## config.mk

```make
export PLATFORM = sky130hd
export DESIGN_NAME = snow64_multi_port_memory_bus_guard
export DESIGN_NICKNAME = d
export VERILOG_FILES = /design/src/rtl/snow64_multi_port_memory_bus_guard.sv
export SDC_FILE = /design/constraint.sdc
export NUM_CORES = 2
export LEC_CHECK = 0
export ABC_AREA = 1
export BUFFER_PORTS_ARGS = -buffer_cell sky130_fd_sc_hd__buf_2
export CORE_AREA = 10 10 702 704
export DETAILED_ROUTE_END_ITERATION = 6
export DIE_AREA = 0 0 712 714
export PLACE_DENSITY = 0.33
export SLEW_MARGIN = 10
export SYNTH_ARGS = -nofsm -noshare
export SYNTH_HDL_FRONTEND = slang
export SYNTH_SLANG_ARGS = --single-unit
```

## constraint.sdc

```tcl
create_clock -name clk -period 3.43 [get_ports clk]
set_input_delay 0.1715 -clock clk [delete_from_list [all_inputs] [get_ports clk]]
set_output_delay 0.1715 -clock clk [all_outputs]
set_load 0.03 [all_outputs]
```

## src/rtl/snow64_multi_port_memory_bus_guard.sv

```systemverilog
// Round-robin guard that funnels NUM_PORTS requesters onto one shared memory port.
// Each port latches one pending request (read or write). Only one memory transaction
// is in flight at a time. An optional response timeout completes the transaction
// with an error flag.
module snow64_multi_port_memory_bus_guard #(
  parameter int unsigned NUM_PORTS      = 3,
  parameter int unsigned ADDR_WIDTH     = 64,
  parameter int unsigned DATA_WIDTH     = 256,
  parameter int unsigned TIMEOUT_CYCLES = 0
) (
  input  logic                             clk,
  input  logic                             rst,
  input  logic [NUM_PORTS-1:0]             in_port_req,
  input  logic [NUM_PORTS-1:0]             in_port_acc_type,
  input  logic [NUM_PORTS*ADDR_WIDTH-1:0]  in_port_addr,
  input  logic [NUM_PORTS*DATA_WIDTH-1:0]  in_port_data,
  output logic [NUM_PORTS-1:0]             out_port_valid,
  output logic [NUM_PORTS-1:0]             out_port_err,
  output logic [DATA_WIDTH-1:0]            out_port_data,
  input  logic                             in_mem_valid,
  input  logic [DATA_WIDTH-1:0]            in_mem_data,
  output logic                             out_mem_req,
  output logic                             out_mem_acc_type,
  output logic [ADDR_WIDTH-1:0]            out_mem_addr,
  output logic [DATA_WIDTH-1:0]            out_mem_data
);

  localparam int unsigned PortW = (NUM_PORTS > 1) ? $clog2(NUM_PORTS) : 1;
  // One extra bit so last_grant + offset never overflows before the wrap.
  localparam int unsigned CandW = PortW + 1;
  localparam int unsigned CntW  = (TIMEOUT_CYCLES > 1) ? $clog2(TIMEOUT_CYCLES) : 1;
  // Counter value in the last cycle before the timeout fires.
  localparam logic [CntW-1:0] TmoLast =
      CntW'((TIMEOUT_CYCLES == 0) ? 0 : TIMEOUT_CYCLES - 1);

  typedef enum logic [0:0] {StIdle, StWaitForMem} state_e;

  state_e                                state_q;
  logic [NUM_PORTS-1:0]                  pending_q;
  logic [NUM_PORTS-1:0]                  port_acc_q;
  logic [NUM_PORTS-1:0][ADDR_WIDTH-1:0]  port_addr_q;
  logic [NUM_PORTS-1:0][DATA_WIDTH-1:0]  port_data_q;
  logic [PortW-1:0]                      cur_port_q;
  logic [PortW-1:0]                      last_grant_q;
  logic [CntW-1:0]                       tmo_cnt_q;

  logic [NUM_PORTS-1:0]                  accept;
  logic                                  grant_valid;
  logic [PortW-1:0]                      grant_idx;
  logic                                  tmo_hit;

  // A request is only taken when the port has no pending work; repeats are dropped.
  assign accept  = in_port_req & ~pending_q;
  assign tmo_hit = (TIMEOUT_CYCLES > 0) && (tmo_cnt_q == TmoLast);

  // Round-robin pick: first pending port after last_grant, wrapping modulo NUM_PORTS.
  always_comb begin
    logic [CandW-1:0] cand;
    grant_valid = 1'b0;
    grant_idx   = '0;
    cand        = '0;
    for (int unsigned k = 1; k <= NUM_PORTS; k++) begin
      cand = {1'b0, last_grant_q} + CandW'(k);
      if (cand >= CandW'(NUM_PORTS)) begin
        cand = cand - CandW'(NUM_PORTS);
      end
      if (!grant_valid && pending_q[cand[PortW-1:0]]) begin
        grant_valid = 1'b1;
        grant_idx   = cand[PortW-1:0];
      end
    end
  end

  // Capture each accepted request's payload so the port may change its inputs freely.
  always_ff @(posedge clk) begin
    if (rst) begin
      port_acc_q  <= '0;
      port_addr_q <= '0;
      port_data_q <= '0;
    end else begin
      for (int unsigned i = 0; i < NUM_PORTS; i++) begin
        if (accept[i]) begin
          port_acc_q[i]  <= in_port_acc_type[i];
          port_addr_q[i] <= in_port_addr[i*ADDR_WIDTH +: ADDR_WIDTH];
          port_data_q[i] <= in_port_data[i*DATA_WIDTH +: DATA_WIDTH];
        end
      end
    end
  end

  // Arbitration FSM with registered memory-side and port-side outputs.
  always_ff @(posedge clk) begin
    if (rst) begin
      state_q          <= StIdle;
      pending_q        <= '0;
      cur_port_q       <= '0;
      last_grant_q     <= PortW'(NUM_PORTS - 1);
      tmo_cnt_q        <= '0;
      out_port_valid   <= '0;
      out_port_err     <= '0;
      out_port_data    <= '0;
      out_mem_req      <= 1'b0;
      out_mem_acc_type <= 1'b0;
      out_mem_addr     <= '0;
      out_mem_data     <= '0;
    end else begin
      // Pulse outputs default low; the memory address/data/type hold their last value.
      out_mem_req    <= 1'b0;
      out_port_valid <= '0;
      out_port_err   <= '0;
      out_port_data  <= '0;
      pending_q      <= pending_q | accept;

      unique case (state_q)
        StIdle: begin
          if (grant_valid) begin
            out_mem_req      <= 1'b1;
            out_mem_acc_type <= port_acc_q[grant_idx];
            out_mem_addr     <= port_addr_q[grant_idx];
            out_mem_data     <= port_data_q[grant_idx];
            cur_port_q       <= grant_idx;
            last_grant_q     <= grant_idx;
            tmo_cnt_q        <= '0;
            state_q          <= StWaitForMem;
          end
        end
        StWaitForMem: begin
          // A memory response takes priority over a timeout in the same cycle.
          if (in_mem_valid) begin
            out_port_valid[cur_port_q] <= 1'b1;
            out_port_data              <= port_acc_q[cur_port_q] ? '0 : in_mem_data;
            pending_q[cur_port_q]      <= 1'b0;
            state_q                    <= StIdle;
          end else if (tmo_hit) begin
            out_port_valid[cur_port_q] <= 1'b1;
            out_port_err[cur_port_q]   <= 1'b1;
            pending_q[cur_port_q]      <= 1'b0;
            state_q                    <= StIdle;
          end else begin
            tmo_cnt_q <= tmo_cnt_q + 1'b1;
          end
        end
      endcase
    end
  end

endmodule

```

---- Word-level counts from Yosys, hierarchy flattened ----
Cells that the tools add are included.
Widths: inputs -> output; s select.
word-level totals
  input bits .............................. 1,225
  output and inout bits ................... 584
  logic and storage cells ................. 80
  register bits ........................... 1,552
cells by class
  muxes and demuxes ....................... 30
  bitwise operators ....................... 7
  order comparisons ....................... 9
  add/sub/neg operators ................... 6
  reductions and logical operators ........ 9
operators by type and width
  kind                 number
  $bmux 256 s2         1
  $mux 256             1
  $bmux 64 s2          1
  $mux 64              1
  $lt 2x3->1 const B   5
  $mux 2               6
  $mux 1               11
  $bmux 1 s2           5
  $ge 3x2->1 const B   3
  $add 2x2->3 const B  2
  $and 3x3->3          2
  $mux 3               2
  $not 3->3            2
  $sub 2x2->2 const B  3
  $reduce_or 4->1      1
  $add 2x1->3 const B  1
  $logic_and 1x1->1    3
  $or 3x3->3           1
  $reduce_or 3->1      1
  $demux 1 s2          1
  $ge 2x1->1 const B   1
  $logic_not 1->1      2
  $not 1->1            2
  $pmux 1 s2           1
  2 further kinds      2

---- Logic depth before layout (Yosys ltp) ----
  depth in word-level cells ............... 14
  depth in mapped cells ................... 19
  depth with buffers taken out ............ 14

---- Least setup slack after synthesis ----
Ideal clock, no wire load.
  kind .................................... flip-flop to flip-flop
  from .................................... reg cur_port_q[0] (netlist name)
  to ...................................... reg out_mem_data[223]
  buffers on the path ..................... 4
  library setup time ...................... 0.120 ns
  arrival time ............................ 2.100 ns
  stages on the path, launching flop included .. 17
  period minus slack after synthesis ...... 2.220 ns
  data required time ...................... 3.310 ns
  slack ................................... 1.210 ns
  cell sequence ........................... dfxtp_1 -> buf_4 -> inv_4 -> ha_1 -> buf_6 -> inv_4 -> nand2_1 -> nand3_1 -> nand2_1 -> nand2_1 -> nand2_1 -> nand2_2 -> buf_2 -> clkbuf_1 -> nand3_1 -> nand3_1 -> a21oi_1
RTL lines
  what                    RTL line  text
  end signal: assignment  120       out_mem_data <= port_data_q[grant_idx];
  end: declaration        25        output logic [DATA_WIDTH-1:0] out_mem_data

==> impl_results.md <==
- Status: complete, no violations
- VDD IR max: 0.728 mV
- Sequential power share: 27.3%
- Syn avg cell area: 7.56 um2
- Fill count: 54000
- Final number of hold-violating endpoints: 0
- Clk sinks: 1551
- Core area: 0.478 mm2
- WL per Instance: 23.1 um
- DRT Wirelength: 411 mm
- Crit. End Element: flip-flop
- DR iter-0 viols: 3493
- Max-slew headroom at the worst pin: 24.5%
- Minimum clock period: 3.18 ns
- Antenna violations before repair: 142
- Synthesized area: 0.0585 mm2
- Antenna viol nets, final: 0
- Sw Share: 43.9%
- Tcrit/Tclk final: 92.6%
- Synth cell types: 29
- LEAKAGE: 0.0449 uW
- Largest net degree at the start of global routing: 143
- Clk buf depth: 4
- Synth warnings: 0
- First-pass GRT wire length: 560 mm
- Placed cells: 15600
- Row count: 254
- Via density: 3.70
- PD cells: 800 mW/mm2
- DP Area: 0.0758 mm2
- Synth Register Bits: 1551
- CP dominant cell by count: nand3_1
- Pre-Repair DR Iteration Count: 5
- Io pins: 1809
- CTS H-Tree Depth: 4
- Inserted Clock Buffers: 207
- CP Max Fanout: 95
- Seq/Total Area, Yosys: 53.1%
- Root buffer cell: clkbuf_16
- Share of cells above drive strength 1: 21.7%
- Worst-margin pin slew: 1.13 ns
- TritonCTS clock tree: built
- Design Area, Final: 0.0999 mm2
- CP max stage delay: 0.49 ns
- Final cell count without fillers: 17800
- Comb pwr share: 43.7%
- Clk_skew: 0.0725 ns
- Initial core utilization: 12.2%
- Crit path DAT: 3.96 ns
- Smallest setup slack after layout: 0.253 ns
- DP Wirelength: 314 mm
- Fmax: 315 MHz
- Layout area overhead: 70.7%
- DRC violations left: 0
- Setup CP Type: reg2reg
- Nets: 12300
- Max_cap viols: 0
- Worst EP required: 4.21 ns
- Hold/Removal Path Class: in2reg
- Pwr Total: 80000 uW
- Crit path buf inv count: 3
- RSZ-0062 raised after global routing: false
- Clock power frac: 28.9%
- Number of port buffers: 1805
- Chip height: 714 um
- Synth Instances: 7744
- Vias in the first global route: 69000
- Placer Congestion: 0.857
- Die width: 712 um
- R2r setup slk: 0.25 ns
- Startpoint Class: flip-flop
- Worst-path clk slew: 0.06 ns
- Setup WS pre-CTS: 0.375 ns
- Tot GR Track Use: 15.3%
- Vias: 65700
- Final setup vio count: 0
- Setup Total Neg Slack: 0 ns
- GR Overflow Total: 0
- Die area: 0.508 mm2
- Critical path's slowest cell: ha_1
- Power Internal: 44800 uW
- Clock Latency Late Sink: 0.91 ns
- Net Sw Power: 35100 uW
- Crit path max-delay family: simple AND/OR/NAND/NOR gates
- Critical-path cell list: inv_4 -> ha_1 -> inv_4 -> nand3_1 -> nand3_1 -> nor2_1 -> nand3_4 -> buf_12 -> nand3_1 -> nand3_1 -> a21oi_1
- Slew Viols, Final: 0
## Yosys cell counts
cell | n | share of area (%)
ha_1 | 3 | 0.064
o21ai_1 | 2 | 0.017
nor2_8 | 1 | 0.034
buf_1 | 23 | 0.15
nand3_2 | 2 | 0.034
nor3_1 | 2 | 0.017
o311ai_0 | 1 | 0.015
clkbuf_1 | 412 | 2.6
clkinv_1 | 2 | 0.013
buf_2 | 134 | 1.1
nor2_1 | 1280 | 8.2
a21oi_1 | 785 | 6.7
a22oi_1 | 1 | 0.013
buf_4 | 32 | 0.41
a31oi_1 | 3 | 0.032
buf_6 | 14 | 0.27
inv_1 | 721 | 4.6
nand3_1 | 470 | 4.0
nand3b_1 | 32 | 0.41
o211ai_1 | 155 | 2.0
nand2_2 | 6 | 0.064
inv_4 | 3 | 0.032
o221a_2 | 1 | 0.019
conb_1 | 1 | 0.0064
inv_2 | 3 | 0.019
o21ai_0 | 1133 | 9.7
nand2_1 | 967 | 6.2
dfxtp_1 | 1551 | 53
nor2_4 | 4 | 0.077
## routing by layer
metal / GRT usage [%] / share of wire (%)
met2: 28.6 / 52
met5: 0 / 0.092
met4: 8.28 / 6.4
met1: 16.2 / 37
met3: 2.91 / 4.6
## registers in the layout (all words and copies together), names as in the netlist
name / count
out_port_valid: 3
out_mem_data: 256
state_q: 1
out_mem_addr: 64
cur_port_q: 2
port_acc_q: 3
port_data_q: 768
last_grant_q: 1
port_addr_q: 192
out_mem_acc_type: 1
pending_q: 3
out_port_data: 256
out_mem_req: 1
## tightest hold or removal path, delay by kind of cell
| family | cells | cell delay [ns] |
|---|---|---|
| buffers and inverters | 2 | 0.67 |
| and+or+nand+nor | 2 | 0.12 |
## through the flow
stage          util (%)  hold slack (ns)
2_1_floorplan         -            0.241
3_3_place_gp       15.9            0.384
3_5_place_dp       15.9            0.391
4_1_cts            20.8        0.0000310
5_1_grt            20.9           0.0342
6_report           20.9            0.102
## cell families (layout without fill, tap and decap cells)
family,Yosys count,in the layout,share of synthesized area (%)
AOI/OAI and AO/OA,2081,2081,18.5
adders and majority gates,3,3,0.0642
buffers and inverters,1344,4834,9.31
DFF,1551,1551,53.1
other,1,141,0.00641
and+or+nand+nor,2764,2764,19.1
## area by class of cell
class                           count  area, um2  share of cell area, %
Clock inverter                     86       1110                   1.11
Inverter                          729       2790                   2.79
Timing Repair Buffer             3726      28500                   28.5
Tap cell                         6400       8010                   8.02
Multi-Input combinational cell   4851      22100                   22.1
Clock buffer                      293       6020                   6.03
Antenna cell                      138        345                  0.346
Sequential cell                  1551      31000                   31.1
## repair_timing
item                                   4_1_cts  5_1_grt
buffers inserted                             0        0
resized for setup                            0        0
endpoints found under the hold margin     1229        0
hold buffers                              1658        0
## layout by cell type (no fill, tap or decap), types with 194 or more instances in the layout
cell / Yosys / final
clkbuf_16: 0 / 208
o21ai_0: 1133 / 1133
nand2_1: 967 / 965
dfxtp_1: 1551 / 1551
buf_4: 32 / 194
dlygate4sd3_1: 0 / 1658
nand3_1: 470 / 469
inv_1: 721 / 720
buf_2: 134 / 1805
a21oi_1: 785 / 785
nor2_1: 1280 / 1279
## final timing paths
kind                                         from                end  depth (start not counted)
worst max-delay path                cur_port_q[0]  out_mem_data[108]                         11
worst min-delay path            in_port_data[735]   port_data_q[735]                          4
worst max register to register      cur_port_q[0]  out_mem_data[108]                         11
worst min register to register    port_addr_q[60]    port_addr_q[60]                          2
## power by group through the flow
| stage | registers, uW | logic [uW] | clock network, uW |
|---|---|---|---|
| after floorplan | 24100 | 15800 | 0 |
| after global placement | 22300 | 34200 | 0 |
| after detailed placement | 22200 | 34100 | 0 |
| after CTS | 21900 | 35900 | 23900 |
| after global routing | 22100 | 38000 | 24500 |
| final | 21900 | 35000 | 23100 |
(Power assumes the default switching activity.)
